==> config.mk <==
export PLATFORM = sky130hd
export DESIGN_NAME = wb_retire_stage
export DESIGN_NICKNAME = d
export VERILOG_FILES = /design/src/rtl/wb_retire_stage.sv
export SDC_FILE = /design/constraint.sdc
export NUM_CORES = 1
export LEC_CHECK = 0
export ABC_AREA = 1
export BUFFER_PORTS_ARGS = -buffer_cell sky130_fd_sc_hd__buf_2
export CELL_PAD_IN_SITES_DETAIL_PLACEMENT = 0
export CELL_PAD_IN_SITES_GLOBAL_PLACEMENT = 1
export CORE_ASPECT_RATIO = 0.5
export CORE_UTILIZATION = 42
export CTS_CLUSTER_DIAMETER = 50
export DETAILED_ROUTE_END_ITERATION = 7
export GPL_TIMING_DRIVEN = 0
export PLACE_DENSITY_LB_ADDON = 0.1
export SETUP_SLACK_MARGIN = 0.4
export SLEW_MARGIN = 0
export SYNTH_ARGS = -nofsm -noshare
export SYNTH_HDL_FRONTEND = slang
export SYNTH_SLANG_ARGS = --single-unit
==> constraint.sdc <==
create_clock -name clk -period 6.4 [get_ports clk]
set_clock_uncertainty 0.15 [all_clocks]
set_input_delay 0 -clock clk [delete_from_list [all_inputs] [get_ports clk]]
set_output_delay 0 -clock clk [all_outputs]
set_load 0.03 [all_outputs]
==> src/rtl/wb_retire_stage.sv <==
// wb_retire_stage: LoongArch writeback/retire stage with exception prioritisation and a debug-trace FIFO
// that back-pressures retirement when full.
module wb_retire_stage #(
    parameter int DATA_W      = 32,
    parameter int RF_AW       = 5,
    parameter int CSR_NUM_W   = 14,
    parameter int TRACE_DEPTH = 4
) (
    input  logic                 clk,
    input  logic                 rst,
    input  logic                 ms_valid,
    output logic                 WB_allowin,
    input  logic [DATA_W-1:0]    ms_pc,
    input  logic                 ms_gr_we,
    input  logic [RF_AW-1:0]     ms_rd,
    input  logic [DATA_W-1:0]    ms_result,
    input  logic                 ms_csr_re,
    input  logic [CSR_NUM_W-1:0] ms_csr_num,
    input  logic [5:0]           ms_except,
    input  logic                 ms_ertn,
    input  logic [DATA_W-1:0]    ms_vaddr,
    output logic                 csr_re,
    output logic [CSR_NUM_W-1:0] csr_num,
    input  logic [DATA_W-1:0]    csr_rvalue,
    output logic                 rf_wen,
    output logic [RF_AW-1:0]     rf_waddr,
    output logic [DATA_W-1:0]    rf_wdata,
    output logic                 wb_ex,
    output logic                 ertn_flush,
    output logic [5:0]           wb_ecode,
    output logic [8:0]           wb_esubcode,
    output logic [DATA_W-1:0]    wb_pc,
    output logic [DATA_W-1:0]    wb_vaddr,
    output logic                 trace_valid,
    input  logic                 trace_ready,
    output logic [DATA_W-1:0]    trace_pc,
    output logic [3:0]           trace_wen,
    output logic [RF_AW-1:0]     trace_rd,
    output logic [DATA_W-1:0]    trace_wdata
);
    localparam int PW = $clog2(TRACE_DEPTH);
    localparam logic [PW:0] FULL_CNT = (PW+1)'(TRACE_DEPTH);

    logic                 wb_valid, gr_we_r, csr_re_r, ertn_r;
    logic [DATA_W-1:0]    pc_r, result_r, vaddr_r;
    logic [RF_AW-1:0]     rd_r;
    logic [CSR_NUM_W-1:0] csr_num_r;
    logic [5:0]           except_r;
    logic                 has_ex, full, retire, push, pop;
    logic [PW-1:0]        rd_ptr, wr_ptr;
    logic [PW:0]          count;
    logic [DATA_W-1:0]    tq_pc   [TRACE_DEPTH];
    logic                 tq_wen  [TRACE_DEPTH];
    logic [RF_AW-1:0]     tq_rd   [TRACE_DEPTH];
    logic [DATA_W-1:0]    tq_data [TRACE_DEPTH];

    // except_r = {int, adef, ine, sys, brk, ale}, highest priority first
    always_comb begin
        has_ex      = wb_valid & |except_r;
        full        = count == FULL_CNT;
        trace_valid = count != '0;
        retire      = wb_valid & (has_ex | ertn_r | ~full | trace_ready);
        wb_ex       = retire & has_ex;
        ertn_flush  = retire & ertn_r & ~has_ex;
        WB_allowin  = (~wb_valid | retire) & ~wb_ex & ~ertn_flush;
        csr_re      = wb_valid & csr_re_r;
        csr_num     = wb_valid ? csr_num_r : '0;
        rf_wen      = retire & gr_we_r & ~has_ex;
        rf_waddr    = wb_valid ? rd_r : '0;
        rf_wdata    = csr_re ? csr_rvalue : result_r;
        wb_pc       = wb_valid ? pc_r : '0;
        wb_vaddr    = wb_valid ? vaddr_r : '0;
        wb_esubcode = '0;
        wb_ecode    = ~has_ex     ? 6'h00 :
                      except_r[5] ? 6'h00 :
                      except_r[4] ? 6'h08 :
                      except_r[3] ? 6'h0D :
                      except_r[2] ? 6'h0B :
                      except_r[1] ? 6'h0C :
                      except_r[0] ? 6'h09 : 6'h00;
        push        = retire & ~has_ex & ~ertn_r;
        pop         = trace_valid & trace_ready;
        trace_pc    = trace_valid ? tq_pc[rd_ptr] : '0;
        trace_wen   = {4{trace_valid & tq_wen[rd_ptr]}};
        trace_rd    = trace_valid ? tq_rd[rd_ptr] : '0;
        trace_wdata = trace_valid ? tq_data[rd_ptr] : '0;
    end

    always_ff @(posedge clk or posedge rst) begin
        if (rst) begin
            wb_valid  <= 1'b0;
            pc_r      <= '0;
            gr_we_r   <= 1'b0;
            rd_r      <= '0;
            result_r  <= '0;
            csr_re_r  <= 1'b0;
            csr_num_r <= '0;
            except_r  <= '0;
            ertn_r    <= 1'b0;
            vaddr_r   <= '0;
            rd_ptr    <= '0;
            wr_ptr    <= '0;
            count     <= '0;
        end else begin
            if (ms_valid & WB_allowin) begin
                wb_valid  <= 1'b1;
                pc_r      <= ms_pc;
                gr_we_r   <= ms_gr_we;
                rd_r      <= ms_rd;
                result_r  <= ms_result;
                csr_re_r  <= ms_csr_re;
                csr_num_r <= ms_csr_num;
                except_r  <= ms_except;
                ertn_r    <= ms_ertn;
                vaddr_r   <= ms_vaddr;
            end else if (retire) begin
                wb_valid <= 1'b0;
            end
            if (push) wr_ptr <= wr_ptr + PW'(1);
            if (pop) rd_ptr <= rd_ptr + PW'(1);
            count <= count + (PW+1)'(push) - (PW+1)'(pop);
        end
    end

    // Storage needs no reset: reads are masked by trace_valid.
    always_ff @(posedge clk) begin
        if (push) begin
            tq_pc[wr_ptr]   <= wb_pc;
            tq_wen[wr_ptr]  <= rf_wen;
            tq_rd[wr_ptr]   <= rd_r;
            tq_data[wr_ptr] <= rf_wdata;
        end
    end
endmodule

-- Word-level counts from Yosys, hierarchy flattened
Memory sizes are Yosys's and may differ from the RTL's.
Cells that the tools add are included.
- input port bits: 160
- logic and storage cells: 69
- memories: 4
- output and inout bits: 209
- bits in writable memories: 280
- flip-flop bits (word level): 132
- memories (memory ; depth ; width ; rd ports ; clocked after Yosys merged registers in ; write ports ; RTL line ; source):
    tq_data ; 4 ; 32 ; 1 ; 0 ; 1 ; 55 ; logic [DATA_W-1:0] tq_data [TRACE_DEPTH];
    tq_pc ; 4 ; 32 ; 1 ; 0 ; 1 ; 52 ; logic [DATA_W-1:0] tq_pc [TRACE_DEPTH];
    tq_rd ; 4 ; 5 ; 1 ; 0 ; 1 ; 54 ; logic [RF_AW-1:0] tq_rd [TRACE_DEPTH];
    tq_wen ; 4 ; 1 ; 1 ; 0 ; 1 ; 53 ; logic tq_wen [TRACE_DEPTH];
- reductions and logical operators: 3
- eq/ne operators: 1
- muxes and demuxes: 19
- $add $sub $neg: 4
- bitwise gates (word level): 25
- operators with widths (cell ; number):
    2-to-1 mux 32 bit ; 5
    2-to-1 mux 4 bit ; 7
    AND 1 bit ; 15
    2-to-1 mux 14 bit ; 1
    2-to-1 mux 5 bit ; 2
    NOT 1 bit ; 6
    OR reduction 6 bit ; 1
    adder 2 x 1 -> 2 bit (second input constant) ; 2
    2-to-1 mux 1 bit ; 4
    bitwise OR 1 bit ; 4
    adder 3 x 1 -> 3 bit ; 1
    equality test 3 bit (second input constant) ; 1
    nonzero test 3 bit ; 1
    subtractor 3 x 1 -> 3 bit ; 1
    nonzero test 2 bit ; 1

-- Depth between registers and ports, before layout
- depth after elaboration: 12
- mapped depth: 10
- gate-level depth less buffers: 9

-- Least setup slack after synthesis
No wires, ideal clock.
- kind: reg2reg
- start point: register except_r[2]
- end point: memory tq_data[0][0], enable pin
- cell stages (with the launch flop): 6
- setup time: 0.499 ns
- clock period less this slack: 4.526 ns
- arrival: 3.877 ns
- slack: 1.874 ns
- path buffers: 0
- required time: 5.751 ns
- cells stage by stage: dfrtp_1 nor2_1 nand3_1 inv_1 nand4_1 nor2_1
- longest elaborated chain between the ends: 10
- elaborated cells on any way between the ends: 11
- those cells by class: mux (2); bitwise (8); reduce/logical (1)
- ends and longest elaborated chain (what ; RTL line ; source):
    from (decl) ; 48 ; logic [5:0] except_r;
    from (signal assigned) ; 113 ; except_r <= ms_except;
    OR reduction 6 bit (*) ; 59 ; has_ex = wb_valid & |except_r;
    AND 1 bit (*) ; 59 ;
    bitwise OR 1 bit (3 in series) ; 62 ; retire = wb_valid & (has_ex | ertn_r | ~full | trace_ready);
    AND 1 bit ; 62 ;
    AND 1 bit (*) (2 in series) ; 81 ; push = retire & ~has_ex & ~ertn_r;
    2-to-1 mux 1 bit (*) ; 127 ; if (push) begin
    2-to-1 mux 1 bit (implied by the code) (*) ; 131 ; tq_data[wr_ptr] <= rf_wdata;
    to (decl) ; 55 ;
Mark *: on every way between the ends. The rest lies on a longest branch, timed or not.

-- Worst setup path after layout
- start point: register wb_valid
- end point: output port rf_wdata[30]
- longest elaborated chain between the ends: 2
- ends and longest elaborated chain (what ; RTL line ; source):
    from (decl) ; 44 ; logic wb_valid, gr_we_r, csr_re_r, ertn_r;
    from (signal assigned) ; 91 ; wb_valid <= 1'b0;
    from (signal assigned) ; 106 ; wb_valid <= 1'b1;
    from (signal assigned) ; 117 ; wb_valid <= 1'b0;
    AND 1 bit ; 66 ; csr_re = wb_valid & csr_re_r;
    2-to-1 mux 32 bit ; 70 ; rf_wdata = csr_re ? csr_rvalue : result_r;
    to (decl) ; 27 ; output logic [DATA_W-1:0] rf_wdata,
No other way between the ends.

==> metrics.cfg <==
[place]
place_hpwl_um = 35780
dpl_cell_area_um2 = 20120
numPortBuffers = 356
place_congestion = 0.8036
dp_cells = 2651

[timing]
fmax_mhz = 306.9
finalSetupViolations = 0
rsz0062_at_grt = false
fin_crit_sh = 0.5091
fin_hold_ws_ns = 0.02881
hold_violations = 0
tightest_slew_ns = 0.9834
final.min_clock_period_ns = 3.258
finalSetupTns_ns = 0
maxSlewViolCount = 0
maxSlewHeadroom = 0.3429

[logic_synthesis]
synthCells = 1735
yosysTopAreaCell = edfxtp_1
synth.area.top_cells = edfxtp_1 48%, dfrtp_1 19%, nand2_1 9.4%
syn_area_um2 = 17360
synth_top_area_frac = 0.4843
yosys_warnings = 0
yosysSeqAreaShare = 0.6746
yosysUniqueCellTypes = 25
avgSynthCellArea_um2 = 10.01
ys_ff_latch = 412

[worst_setup_path]
arrival_ns = 3.11
crit_type = flop to primary output
slowest_stage = buf_1
critPathMaxStageDelay_ns = 0.47
r2r_cells = 7
start_kind = flop
cp.required_ns = 6.25
cp_max_fo = 10
end_kind = primary output
cp_common_cell = nand2_1
worstPathCellList = buf_2, nand2_1, inv_1, buf_1, nand2_1, nand2_1, buf_2

[finish]
fin_cells = 2879
fin_area_um2 = 22930
final_nets = 2478
drive_gt1_frac = 0.2056
diodes = 0
synthToLayoutAreaGrowth_pct = 32.11

[clocking]
cts_buffer_depth = 3
clock_latency_ns = 0.54
cts_tree = built
cts_sinks = 412
htree_levels = 2
cts-root-buf = clkbuf_16
cts_buffers = 39
path_clk_slew_ns = 0.07

[pwr]
p_leak_nw = 10.62
powerDensity_nw_per_um2 = 421.3
ir_drop_mv = 0.1888

[grt]
met2_usage = 0.4125
grt_pass1_vias = 13620
grt_max_degree = 77
use_met3 = 0.03793
grt_first_pass_wirelength_um = 79710
grt_most_used_layer = met2
grt_usage = 0.2507
grt.overflow.total = 0
global_route.usage.met1 = 0.3502
antenna_found_initial = 0

[min_path]
hold_path.class = input port to flop
min_path_cells = 4

[die]
die_y_um = 145.8
dieArea_um2 = 42200
boundaryPins = 369
initial_utilization = 0.4276
dieWidth_um = 289.5
rows = 52
coreArea_um2 = 40600

[route]
ant_nets = 0
first_pass_iters = 5
viasPerCell = 4.895
post_drt_wl_per_cell_um = 18.55
num_vias = 14090
routed_wl_um = 53410
drc = 0
initialDrtViolationCount = 877

[run_status]
status = finished, final reports clean

[flow_run]
drv_cap = 0

## routing by layer
layer	up-vias	wire [µm]
met5	-	0
li1	6821	-
met1	6801	23980
met4	0	1171
met2	393	25430
met3	79	2831
## stage by stage
| step | setup slack [ns] | util | power (W) |
|---|---|---|---|
| 6_report | 3.142 | 0.5649 | 0.009663 |
| 5_1_grt | 2.980 | 0.5649 | 0.01017 |
| 4_1_cts | 3.186 | 0.5649 | 0.009742 |
| 3_5_place_dp | 3.216 | 0.4956 | 0.007384 |
| 3_3_place_gp | -0.8242 | 0.4891 | 0.007349 |
| 2_1_floorplan | 1.874 | - | 0.005976 |
## where the power goes
group / switching, W / internal, W
Clock: 0.00101 / 0.00127
Combinational: 0.00298 / 0.00111
Sequential: 0.000130 / 0.00317
Total: 0.00412 / 0.00555
## Yosys cell counts (all sizes together)
cell	n
nand4	2
o21ai	142
clkbuf	66
xnor2	2
nor2	291
a21oi	73
nand3	130
ha	6
nand2	435
o2111a	1
inv	111
conb	1
nor3	2
xor2	3
dfrtp	132
buf	57
fa	1
edfxtp	280
## path summary, 6_finish.rpt
check,slack [ns],start,to
min in group asynchronous,0.52,rst,csr_num_r[8]
min reg2reg,0.32,result_r[26],result_r[26]
min,0.03,ms_valid,vaddr_r[0]
max in group asynchronous,4.74,rst,pc_r[25]
max,3.14,wb_valid,rf_wdata[30]
max reg2reg,3.25,except_r[4],tq_pc[2][16]
## layout by cell type (no fill, tap or decap), types with 11 or more instances in the layout
| master | instances |
|---|---|
| edfxtp_1 | 280 |
| nor2_1 | 287 |
| nand2_1 | 433 |
| buf_4 | 20 |
| clkbuf_1 | 74 |
| buf_2 | 384 |
| a21oi_1 | 73 |
| inv_1 | 108 |
| o21ai_0 | 142 |
| nand3_1 | 129 |
| clkbuf_16 | 41 |
| dfrtp_1 | 132 |
| dlygate4sd3_1 | 159 |
| conb_1 | 11 |
## sequential cells by signal (all words and copies together), names as in the netlist, 3 cells and up
signal / flops
count: 3
csr_num_r: 14
except_r: 6
pc_r: 32
rd_r: 5
result_r: 32
tq_data: 128
tq_pc: 128
tq_rd: 20
tq_wen: 4
vaddr_r: 32
## worst max-delay path: cells and delay by family, from the launching register on
kind                   cells  cell delay [ns]
buffers and inverters      4             1.49
DFF                        1             0.34
and+or+nand+nor            3             0.73
## final cells by class
class                           instances  area, µm²
Inverter                              111      421.7
Clock inverter                         18      138.9
Tap cell                              540      675.6
Fill cell                            3692      17660
Multi-Input combinational cell       1099       4721
Clock buffer                           51       1084
Timing Repair Buffer                  525       3603
Sequential cell                       412      11710
Buffer                                123      579.3
## repair_timing
action	in CTS	in global routing
hold buffers	159	0
hold endpoints to repair	387	0
setup buffers	0	0
gates resized for setup	0	0
## kinds of logic (layout without fill, tap and decap cells)
group           count (synthesis)  after routing  share of synthesized area
other cells                     1             11                  0.0002160
simple gates                  860            860                     0.1972
fa+ha+maj                       7              7                   0.005477
xor+xnor                        5              5                   0.002523
buf+inv                       234            828                    0.05737
compound gates                216            216                    0.06263
flops                         412            412                     0.6746
(Power assumes the default switching activity.)
